### config.mk
export PLATFORM = sky130hd
export DESIGN_NAME = acq_trigger_sequencer_flat
export DESIGN_NICKNAME = d
export VERILOG_FILES = /design/src/rtl/acq_trigger_sequencer_if.sv /design/src/rtl/acq_trigger_sequencer.sv /design/src/flat_wrapper.sv
export SDC_FILE = /design/constraint.sdc
export NUM_CORES = 1
export LEC_CHECK = 0
export ABC_AREA = 1
export BUFFER_PORTS_ARGS = -buffer_cell sky130_fd_sc_hd__buf_2
export CAP_MARGIN = 15
export CORE_UTILIZATION = 37
export DETAILED_ROUTE_END_ITERATION = 8
export SETUP_SLACK_MARGIN = 0.02
export SYNTH_ARGS = -nofsm -noshare
export SYNTH_HDL_FRONTEND = slang
export SYNTH_SLANG_ARGS = --single-unit
### constraint.sdc
create_clock -name i_clk_master -period 1.8 [get_ports i_clk_master]
set_clock_uncertainty 0.05 [all_clocks]
set_input_delay 0.09 -clock i_clk_master [delete_from_list [all_inputs] [get_ports i_clk_master]]
set_output_delay 0.09 -clock i_clk_master [all_outputs]
set_load 0.02 [all_outputs]
### src/rtl/acq_trigger_sequencer_if.sv
// Bus bundle for acq_trigger_sequencer: event inputs, configuration, and
// status outputs. The i_/o_ prefixes are from the sequencer's point of view.
interface acq_trigger_sequencer_if #(
  parameter int NUM_EVENTS    = 8,
  parameter int COUNT_WIDTH   = 8,
  parameter int TIMEOUT_WIDTH = 16
);
  logic                     i_cke_tick;
  logic                     i_start;
  logic                     i_abort;
  logic [NUM_EVENTS-1:0]    i_event_in;
  logic [NUM_EVENTS-1:0]    i_start_mask;
  logic [NUM_EVENTS-1:0]    i_stop_mask;
  logic                     i_start_always;
  logic                     i_stop_always;
  logic [COUNT_WIDTH-1:0]   i_start_num;
  logic [COUNT_WIDTH-1:0]   i_stop_num;
  logic                     i_start_gate_en;
  logic                     i_stop_gate_en;
  logic                     i_start_gate;
  logic                     i_stop_gate;
  logic                     i_mem_full;
  logic [TIMEOUT_WIDTH-1:0] i_timeout_ticks;
  logic                     o_waiting;
  logic                     o_acquiring;
  logic                     o_done;
  logic [1:0]               o_done_reason;
  logic [COUNT_WIDTH-1:0]   o_stop_evt_count;

  // Side that drives events/configuration (detectors, register file).
  modport master (
    output i_cke_tick, i_start, i_abort, i_event_in, i_start_mask, i_stop_mask,
           i_start_always, i_stop_always, i_start_num, i_stop_num,
           i_start_gate_en, i_stop_gate_en, i_start_gate, i_stop_gate,
           i_mem_full, i_timeout_ticks,
    input  o_waiting, o_acquiring, o_done, o_done_reason, o_stop_evt_count
  );

  // Sequencer side.
  modport slave (
    input  i_cke_tick, i_start, i_abort, i_event_in, i_start_mask, i_stop_mask,
           i_start_always, i_stop_always, i_start_num, i_stop_num,
           i_start_gate_en, i_stop_gate_en, i_start_gate, i_stop_gate,
           i_mem_full, i_timeout_ticks,
    output o_waiting, o_acquiring, o_done, o_done_reason, o_stop_evt_count
  );
endinterface

### src/rtl/acq_trigger_sequencer.sv
// Acquisition start/stop sequencer: arm -> start gate -> wait for start
// matches -> stop gate -> acquire until stop matches / mem full / abort.
// Optional wait timeout is built only when ACQ_TIMEOUT_EN is defined.
//
// state        | meaning
// S_IDLE       | disarmed, waiting for START
// S_GATE_START | armed, waiting for START_GATE pulse
// S_WAIT       | counting start matches
// S_GATE_STOP  | start reached, waiting for STOP_GATE pulse
// S_ACQ        | acquiring, counting stop matches
module acq_trigger_sequencer #(
  parameter int NUM_EVENTS    = 8,
  parameter int COUNT_WIDTH   = 8,
  parameter int TIMEOUT_WIDTH = 16
) (
  input  logic                  i_clk_master,
  input  logic                  i_reset,
  acq_trigger_sequencer_if.slave bus
);

  localparam logic [2:0] S_IDLE       = 3'd0;
  localparam logic [2:0] S_GATE_START = 3'd1;
  localparam logic [2:0] S_WAIT       = 3'd2;
  localparam logic [2:0] S_GATE_STOP  = 3'd3;
  localparam logic [2:0] S_ACQ        = 3'd4;

  localparam logic [1:0] R_STOP    = 2'b00;
  localparam logic [1:0] R_MEMFULL = 2'b01;
  localparam logic [1:0] R_ABORT   = 2'b10;
  localparam logic [1:0] R_TIMEOUT = 2'b11;

  localparam logic [COUNT_WIDTH-1:0] CNT_MAX = '1;

  logic [2:0]             r_state;
  logic [COUNT_WIDTH-1:0] r_scount;
  logic [COUNT_WIDTH-1:0] r_ecount;
  logic [COUNT_WIDTH-1:0] r_stop_evt_count;
  logic                   r_done;
  logic [1:0]             r_done_reason;

  logic w_start_match;
  logic w_stop_match;
  logic w_arm;
  logic w_in_wait;
  logic w_timeout;

  // Event matching and arm qualification.
  always_comb begin
    w_start_match = bus.i_start_always | (|(bus.i_event_in & bus.i_start_mask));
    w_stop_match  = bus.i_stop_always  | (|(bus.i_event_in & bus.i_stop_mask));
    w_arm         = (r_state == S_IDLE) && bus.i_start && !bus.i_abort;
    w_in_wait     = (r_state == S_GATE_START) || (r_state == S_WAIT);
  end

`ifdef ACQ_TIMEOUT_EN
  logic [TIMEOUT_WIDTH-1:0] r_tcount;
  logic [TIMEOUT_WIDTH-1:0] w_tcount_nxt;

  // Timeout fires on the edge where the tick count reaches TIMEOUT_TICKS.
  always_comb begin
    w_tcount_nxt = r_tcount + {{(TIMEOUT_WIDTH-1){1'b0}}, bus.i_cke_tick};
    w_timeout    = w_in_wait && (bus.i_timeout_ticks != '0) &&
                   (w_tcount_nxt == bus.i_timeout_ticks);
  end

  // Tick counter spans both waiting states; cleared only when arming.
  always_ff @(posedge i_clk_master or posedge i_reset) begin
    if (i_reset) begin
      r_tcount <= '0;
    end else if (w_arm) begin
      r_tcount <= '0;
    end else if (w_in_wait) begin
      r_tcount <= w_tcount_nxt;
    end
  end
`else
  logic w_unused_timeout;
  assign w_timeout        = 1'b0;
  assign w_unused_timeout = ^{bus.i_cke_tick, bus.i_timeout_ticks};
`endif

  // Sequencer FSM with counters, DONE pulse and termination reason.
  always_ff @(posedge i_clk_master or posedge i_reset) begin
    if (i_reset) begin
      r_state          <= S_IDLE;
      r_scount         <= '0;
      r_ecount         <= '0;
      r_stop_evt_count <= '0;
      r_done           <= 1'b0;
      r_done_reason    <= R_STOP;
    end else begin
      r_done <= 1'b0;
      case (r_state)
        S_IDLE: begin
          if (w_arm) begin
            r_scount         <= bus.i_start_num;
            r_ecount         <= bus.i_stop_num;
            r_stop_evt_count <= '0;
            r_state          <= bus.i_start_gate_en ? S_GATE_START : S_WAIT;
          end
        end
        S_GATE_START, S_WAIT: begin
          if (bus.i_abort) begin
            r_state       <= S_IDLE;
            r_done        <= 1'b1;
            r_done_reason <= R_ABORT;
          end else if (w_timeout) begin
            r_state       <= S_IDLE;
            r_done        <= 1'b1;
            r_done_reason <= R_TIMEOUT;
          end else if (r_state == S_GATE_START) begin
            if (bus.i_start_gate) begin
              r_state <= S_WAIT;
            end
          end else if (w_start_match) begin
            if (r_scount != '0) begin
              r_scount <= r_scount - 1'b1;
            end else begin
              r_state <= bus.i_stop_gate_en ? S_GATE_STOP : S_ACQ;
            end
          end
        end
        S_GATE_STOP: begin
          if (bus.i_abort) begin
            r_state       <= S_IDLE;
            r_done        <= 1'b1;
            r_done_reason <= R_ABORT;
          end else if (bus.i_stop_gate) begin
            r_state <= S_ACQ;
          end
        end
        S_ACQ: begin
          if (bus.i_abort) begin
            r_state       <= S_IDLE;
            r_done        <= 1'b1;
            r_done_reason <= R_ABORT;
          end else if (bus.i_mem_full) begin
            r_state       <= S_IDLE;
            r_done        <= 1'b1;
            r_done_reason <= R_MEMFULL;
          end else if (w_stop_match) begin
            if (r_stop_evt_count != CNT_MAX) begin
              r_stop_evt_count <= r_stop_evt_count + 1'b1;
            end
            if (r_ecount != '0) begin
              r_ecount <= r_ecount - 1'b1;
            end else begin
              r_state       <= S_IDLE;
              r_done        <= 1'b1;
              r_done_reason <= R_STOP;
            end
          end
        end
        default: r_state <= S_IDLE;
      endcase
    end
  end

  assign bus.o_waiting        = w_in_wait;
  assign bus.o_acquiring      = (r_state == S_GATE_STOP) || (r_state == S_ACQ);
  assign bus.o_done           = r_done;
  assign bus.o_done_reason    = r_done_reason;
  assign bus.o_stop_evt_count = r_stop_evt_count;

endmodule

### src/flat_wrapper.sv
// flat-port wrapper written by rule: the top's interface ports become plain ports
module acq_trigger_sequencer_flat 
#(
  parameter int NUM_EVENTS    = 8,
  parameter int COUNT_WIDTH   = 8,
  parameter int TIMEOUT_WIDTH = 16
)
  (i_clk_master, i_reset, bus_i_cke_tick, bus_i_start, bus_i_abort, bus_i_event_in, bus_i_start_mask, bus_i_stop_mask, bus_i_start_always, bus_i_stop_always, bus_i_start_num, bus_i_stop_num, bus_i_start_gate_en, bus_i_stop_gate_en, bus_i_start_gate, bus_i_stop_gate, bus_i_mem_full, bus_i_timeout_ticks, bus_o_waiting, bus_o_acquiring, bus_o_done, bus_o_done_reason, bus_o_stop_evt_count);
  acq_trigger_sequencer_if #(.NUM_EVENTS(NUM_EVENTS), .COUNT_WIDTH(COUNT_WIDTH), .TIMEOUT_WIDTH(TIMEOUT_WIDTH)) bus_i ();
  input  logic i_clk_master;
  input  logic i_reset;
  input wire logic [$bits(bus_i.i_cke_tick)-1:0] bus_i_cke_tick;
  input wire logic [$bits(bus_i.i_start)-1:0] bus_i_start;
  input wire logic [$bits(bus_i.i_abort)-1:0] bus_i_abort;
  input wire logic [$bits(bus_i.i_event_in)-1:0] bus_i_event_in;
  input wire logic [$bits(bus_i.i_start_mask)-1:0] bus_i_start_mask;
  input wire logic [$bits(bus_i.i_stop_mask)-1:0] bus_i_stop_mask;
  input wire logic [$bits(bus_i.i_start_always)-1:0] bus_i_start_always;
  input wire logic [$bits(bus_i.i_stop_always)-1:0] bus_i_stop_always;
  input wire logic [$bits(bus_i.i_start_num)-1:0] bus_i_start_num;
  input wire logic [$bits(bus_i.i_stop_num)-1:0] bus_i_stop_num;
  input wire logic [$bits(bus_i.i_start_gate_en)-1:0] bus_i_start_gate_en;
  input wire logic [$bits(bus_i.i_stop_gate_en)-1:0] bus_i_stop_gate_en;
  input wire logic [$bits(bus_i.i_start_gate)-1:0] bus_i_start_gate;
  input wire logic [$bits(bus_i.i_stop_gate)-1:0] bus_i_stop_gate;
  input wire logic [$bits(bus_i.i_mem_full)-1:0] bus_i_mem_full;
  input wire logic [$bits(bus_i.i_timeout_ticks)-1:0] bus_i_timeout_ticks;
  output wire logic [$bits(bus_i.o_waiting)-1:0] bus_o_waiting;
  output wire logic [$bits(bus_i.o_acquiring)-1:0] bus_o_acquiring;
  output wire logic [$bits(bus_i.o_done)-1:0] bus_o_done;
  output wire logic [$bits(bus_i.o_done_reason)-1:0] bus_o_done_reason;
  output wire logic [$bits(bus_i.o_stop_evt_count)-1:0] bus_o_stop_evt_count;
  assign bus_i.i_cke_tick = bus_i_cke_tick;
  assign bus_i.i_start = bus_i_start;
  assign bus_i.i_abort = bus_i_abort;
  assign bus_i.i_event_in = bus_i_event_in;
  assign bus_i.i_start_mask = bus_i_start_mask;
  assign bus_i.i_stop_mask = bus_i_stop_mask;
  assign bus_i.i_start_always = bus_i_start_always;
  assign bus_i.i_stop_always = bus_i_stop_always;
  assign bus_i.i_start_num = bus_i_start_num;
  assign bus_i.i_stop_num = bus_i_stop_num;
  assign bus_i.i_start_gate_en = bus_i_start_gate_en;
  assign bus_i.i_stop_gate_en = bus_i_stop_gate_en;
  assign bus_i.i_start_gate = bus_i_start_gate;
  assign bus_i.i_stop_gate = bus_i_stop_gate;
  assign bus_i.i_mem_full = bus_i_mem_full;
  assign bus_i.i_timeout_ticks = bus_i_timeout_ticks;
  assign bus_o_waiting = bus_i.o_waiting;
  assign bus_o_acquiring = bus_i.o_acquiring;
  assign bus_o_done = bus_i.o_done;
  assign bus_o_done_reason = bus_i.o_done_reason;
  assign bus_o_stop_evt_count = bus_i.o_stop_evt_count;
  acq_trigger_sequencer #(.NUM_EVENTS(NUM_EVENTS), .COUNT_WIDTH(COUNT_WIDTH), .TIMEOUT_WIDTH(TIMEOUT_WIDTH)) u_core (.i_clk_master(i_clk_master), .i_reset(i_reset), .bus(bus_i));
endmodule
---- Word level (Yosys, flattened, before mapping) ----
Cells that the tools add are included.
word-level totals
  bits in registers ....................... 30
  logic and storage cells ................. 100
  output and inout port bits .............. 13
  input port bits ......................... 68
cells by class
  mux-type cells .......................... 45
  bitwise gates (word level) .............. 4
  reduce and logical (&&, ||, !) cells .... 20
  add/subtract/negate cells ............... 3
  equal/unequal tests ..................... 22
operators with widths
  kind                   count
  $mux W8                15
  $pmux W8 S2            3
  $mux W3                13
  $reduce_and A6 Y1      3
  $and A8 B8 Y8          2
  $reduce_bool A8 Y1     2
  $reduce_or A8 Y1       2
  $sub A8 B1 Y8 const B  2
  $ne A2 B1 Y1 const B   7
  $mux W2                6
  $pmux W3 S4            1
  $add A8 B1 Y8 const B  1
  $ne A2 B2 Y1 const B   4
  $ne A4 B3 Y1 const B   2
  $ne A4 B4 Y1 const B   2
  $ne A8 B8 Y1 const B   1
  $reduce_and A7 Y1      1
  $eq A3 B2 Y1 const B   2
  $reduce_bool A2 Y1     3
  $mux W1                5
  $ne A4 B2 Y1 const B   1
  $pmux W2 S2            1
  $reduce_and A4 Y1      1
  $eq A3 B1 Y1 const B   1
  other kinds (10)       13

---- Depth between registers and ports, before layout ----
  depth after elaboration ................. 7
  gate-level depth with buffers ........... 11
  depth with buffers taken out ............ 10

---- Least setup slack after synthesis ----
OpenSTA, ideal clock, no wires.
  path type ............................... register -> register
  start point ............................. register u_core.r_stop_evt_count[0] (netlist: u_core.bus.o_stop_evt_count[0])
  end point ............................... register u_core.r_stop_evt_count[3] (netlist: u_core.bus.o_stop_evt_count[3])
  data required time ...................... 1.631 ns
  path buffers ............................ 1
  slack ................................... 0.114 ns
  stages on the path, launching flop included .. 10
  clock period less this slack ............ 1.686 ns
  setup time .............................. 0.119 ns
  arrival ................................. 1.517 ns
  cells stage by stage .................... dfrtp_1 > ha_1 > nand3_1 > nor2_1 > nand3_1 > o21ai_1 > nor2_2 > buf_6 > nand2_1 > o21ai_2
between the ends
  cells in the longest elaborated chain, start to end .. 6
  elaborated cells on any way between the ends .. 9
  those cells by class .................... add/sub: 1; eq/ne: 2; mux: 5; reduce/logical: 1
ends and longest elaborated chain
  element                 line                          source
  from (decl)             acq_trigger_sequencer.sv:37   logic [COUNT_WIDTH-1:0] r_stop_evt_count;
  from (signal assigned)  acq_trigger_sequencer.sv:143  r_stop_evt_count <= r_stop_evt_count + 1'b1;
  $add A8 B1 Y8           acq_trigger_sequencer.sv:143
  $mux W8                 acq_trigger_sequencer.sv:142  if (r_stop_evt_count != CNT_MAX) begin
  $mux W8                 acq_trigger_sequencer.sv:141  end else if (w_stop_match) begin
  $mux W8                 acq_trigger_sequencer.sv:137  end else if (bus.i_mem_full) begin
  $mux W8                 acq_trigger_sequencer.sv:133  if (bus.i_abort) begin
  $pmux W8 S2             acq_trigger_sequencer.sv:93   case (r_state)
Several ways; a longest one is shown, not always the timed one. The select of a mux whose other input is x is not followed.
A chain may end at the register's enable or synchronous reset.

---- Final worst setup path ----
  start point ............................. register u_core.r_state[2]
  end point ............................... output port bus_o_waiting
between the ends
  cells in the longest elaborated chain, start to end .. 2
  elaborated cells on any way between the ends .. 3
  those cells by class .................... eq/ne: 2; reduce/logical: 1
ends and longest elaborated chain
  element                                              line                          source
  from (decl)                                          acq_trigger_sequencer.sv:34   logic [2:0] r_state;
  from (signal assigned)                               acq_trigger_sequencer.sv:99   r_state <= bus.i_start_gate_en ? S_GATE_START : S_WAIT;
  from (signal assigned)                               acq_trigger_sequencer.sv:119  r_state <= bus.i_stop_gate_en ? S_GATE_STOP : S_ACQ;
  $eq A3 B1 Y1 / $eq A3 B2 Y1 (equally long branches)  acq_trigger_sequencer.sv:52   w_in_wait = (r_state == S_GATE_START) || (r_state == S_WAIT);
  $logic_or A1 B1 Y1 (*)                               acq_trigger_sequencer.sv:52
  to (decl)                                            flat_wrapper.sv:28            output wire logic [$bits(bus_i.o_waiting)-1:0] bus_o_waiting;
Every way passes the cells marked *; elsewhere a longest branch is shown, timed or not.

==> flow_metrics.tcl <==
set metrics [dict create \
    crit_type "register to output port" \
    hold_path_class "input port to register" \
    gp_congestion 0.917 \
    cts_buffer_depth 2 \
    worst_pin_slew_ps 409 \
    mostFrequentLayoutCells "129 x nand2_1, 63 x buf_2, 36 x nand3_1" \
    reg2reg_depth 9 \
    max_freq_mhz 607 \
    synth_edf_count 0 \
    total_power_mw 3.92 \
    portBuffers 63 \
    multi_input_area_um2 1290 \
    finalHoldWorstSlack_ps 57.0 \
    async_flop_share_pct 100 \
    dp_hpwl_um 4160 \
    cp.required_ps 1660 \
    h-tree-depth 2 \
    clkPwrFrac_pct 13.9 \
    ys.flop_type "dfrtp_1" \
    num_vias 2363 \
    whs_path_depth 3 \
    critPathLaunchType "register" \
    cts_inserted_buffers 5 \
    grt_max_degree 31 \
    num_antenna_cells 0 \
    status "complete, no violations" \
    drv_cap 0 \
    yosys_warnings 0 \
    seqCellArea_um2 751 \
    drc 0 \
    synth_mux_area_share_pct 0.890 \
    comb_power_share_pct 58.0 \
    maxSlewHeadroom_pct 72.7 \
    finalCriticalPeriod_ps 1650 \
    avgSynthCellArea_um2 6.59 \
    grt_pass1_vias 2199 \
    syn_nets 414 \
    p_seq_share_pct 28.1 \
    leakagePower_nw 1.62 \
    ys_seq_area_share_pct 33.4 \
    die_h_um 80.0 \
    cts.sinks 30 \
    netlist_area_um2 2250 \
    final_common_cell "nand2_1" \
    tns_ps 0 \
    totalWireLength_um 5410 \
    antenna_found_initial 0 \
    clkTransAtPathRegs_ps 60 \
    die_x_um 80.0 \
    cts_tree "done" \
    pin_count 81 \
    cpPeakStageDelay_ps 380 \
    cts-root-buf "clkbuf_8" \
    crit_chain "inv_2 > buf_4 > nand2_2 > nand2_4 > buf_4 > buf_2" \
    grt_pass1_wl_um 9680 \
    num-nets-final 498 \
    fill_cells 623 \
    first_pass_iters 4 \
    p_switching_mw 1.82 \
    ys_types 32 \
    cp_max_fo 9 \
    synth_compound_area_share_pct 8.74 \
    arrival_ps 1510 \
    yosys.area_share.simple_pct 43.2 \
    switching_share_pct 46.6 \
    p_per_area_nw_per_um2 1370 \
    setup_viol 0 \
    synthToLayoutAreaGrowth_pct 27.2 \
    rows 28 \
    synth_fa_ha_area_share_pct 2.78 \
    yosys.area_share.xor_xnor_pct 1.17 \
    grt_overflow_total 0 \
    drtIter0Drc 81 \
    syn_inst 341 \
    ys_ff_latch 30 \
    hold_viol_final 0 \
    core_area_um2 5890 \
    drv_slew 0 \
    crit_slowest_cell "dfrtp_1" \
    routedWlPerCell_um 10.8 \
    start_util_pct 38.2 \
    rsz0062_at_grt "false" \
    grt_usage_pct 19.2 \
    via_per_inst 4.74 \
    path_common_cell "buf_4" \
    p_int_mw 2.09 \
    worstSkewPairLatency_ps 280 \
    synth_top_family_by_area "simple AND/OR/NAND/NOR gates" \
    ant_nets 0 \
    critPathCaptureType "output port" \
    ir_drop_mv 0.656 \
    drive_above_1_share_pct 27.6 \
    min_period_over_period_pct 91.5 \
    die-area_um2 6390 \
]
## cell usage after synthesis (3+ instances only)
cell | number | area, um^2
o21ai_2 | 4 | 35.0
nand2_2 | 5 | 31.3
nand3_1 | 36 | 180
buf_6 | 5 | 56.3
inv_1 | 34 | 128
ha_1 | 5 | 62.6
nor2_1 | 32 | 120
dfrtp_1 | 30 | 751
nand2_1 | 129 | 484
o21ai_1 | 6 | 30.0
nor2_2 | 4 | 25.0
nand3_2 | 3 | 30.0
a21oi_1 | 5 | 25.0
nand4_1 | 5 | 31.3
o21ai_0 | 14 | 70.1
inv_2 | 3 | 11.3
## repair_timing
| item | CTS | global route |
|---|---|---|
| endpoints found under the hold margin | 31 | 0 |
| buffers inserted | 0 | 3 |
| hold buffers | 2 | 0 |
| resized for setup | 2 | 6 |
| pin swaps | 0 | 2 |
| setup endpoints to repair | 5 | 10 |
## area by class of cell
cell class              instances  area share (%)
multi-input cells             265            45.3
flip-flops and latches         30            26.3
repair buffers                 85            17.1
inverters                      38            5.16
well taps                      75            3.28
clock buffers                   6            2.89
## flip-flops by register name (all words and copies together), names as in the netlist
name                         flops
u_core.r_state                   3
u_core.r_ecount                  8
u_core.bus.o_done                1
u_core.bus.o_stop_evt_count      8
u_core.r_scount                  8
u_core.bus.o_done_reason         2
## metal layers
metal | vias up | share of wire (%) | global-route usage [%]
met1 | 1048 | 46 | 24.0
met4 | 0 | 1.1 | 4.82
met2 | 55 | 48 | 33.3
met3 | 6 | 4.3 | 4.23
li1 | 1254 | - | -
met5 | - | 0 | 0
## worst paths after layout
kind,start,endpoint,slack (ps)
max in group asynchronous,i_reset,u_core.bus.o_stop_evt_count[1],1020
setup / recovery,u_core.r_state[2],bus_o_waiting,150
min in group asynchronous,i_reset,u_core.bus.o_stop_evt_count[4],380
setup reg to reg,u_core.r_ecount[0],u_core.bus.o_done_reason[1],190
hold reg to reg,u_core.bus.o_done_reason[0],u_core.bus.o_done_reason[0],420
hold / removal,bus_i_start_num[5],u_core.r_scount[5],60
## critical path: cells and delay by family, from the launching register on
family	cells	cell delay, ps
buffers and inverters	4	590
flip-flops	1	380
AND/OR/NAND/NOR	2	260
## per-stage QoR
stage / worst slack, ps / instances / area [um^2] / utilization (%)
floorplan: 114 / 341 / 2250 / -
detailed placement: -100 / 488 / 2710 / 46.0
global placement: -18.4 / 488 / 2710 / 46.0
global route: 21.6 / 499 / 2860 / 48.6
CTS: 30.4 / 496 / 2820 / 47.9
finish: 153 / 499 / 2860 / 48.6
## power groups by stage
stage | clock network (mW) | logic (mW) | registers [mW]
after global placement | 0 | 2.14 | 1.11
after global routing | 0.599 | 2.62 | 1.13
after floorplan | 0 | 1.68 | 1.11
final | 0.545 | 2.27 | 1.10
after detailed placement | 0 | 2.17 | 1.11
after CTS | 0.568 | 2.21 | 1.10
## logic make-up (layout without fill, tap and decap cells)
logic type / after synthesis / in the layout
and+or+nand+nor: 222 / 222
adders and majority gates: 5 / 5
AOI/OAI and AO/OA: 33 / 33
buffers and inverters: 46 / 129
xor gates and xnor gates: 3 / 3
muxes: 2 / 2
DFF: 30 / 30
(Power assumes the default switching activity.)
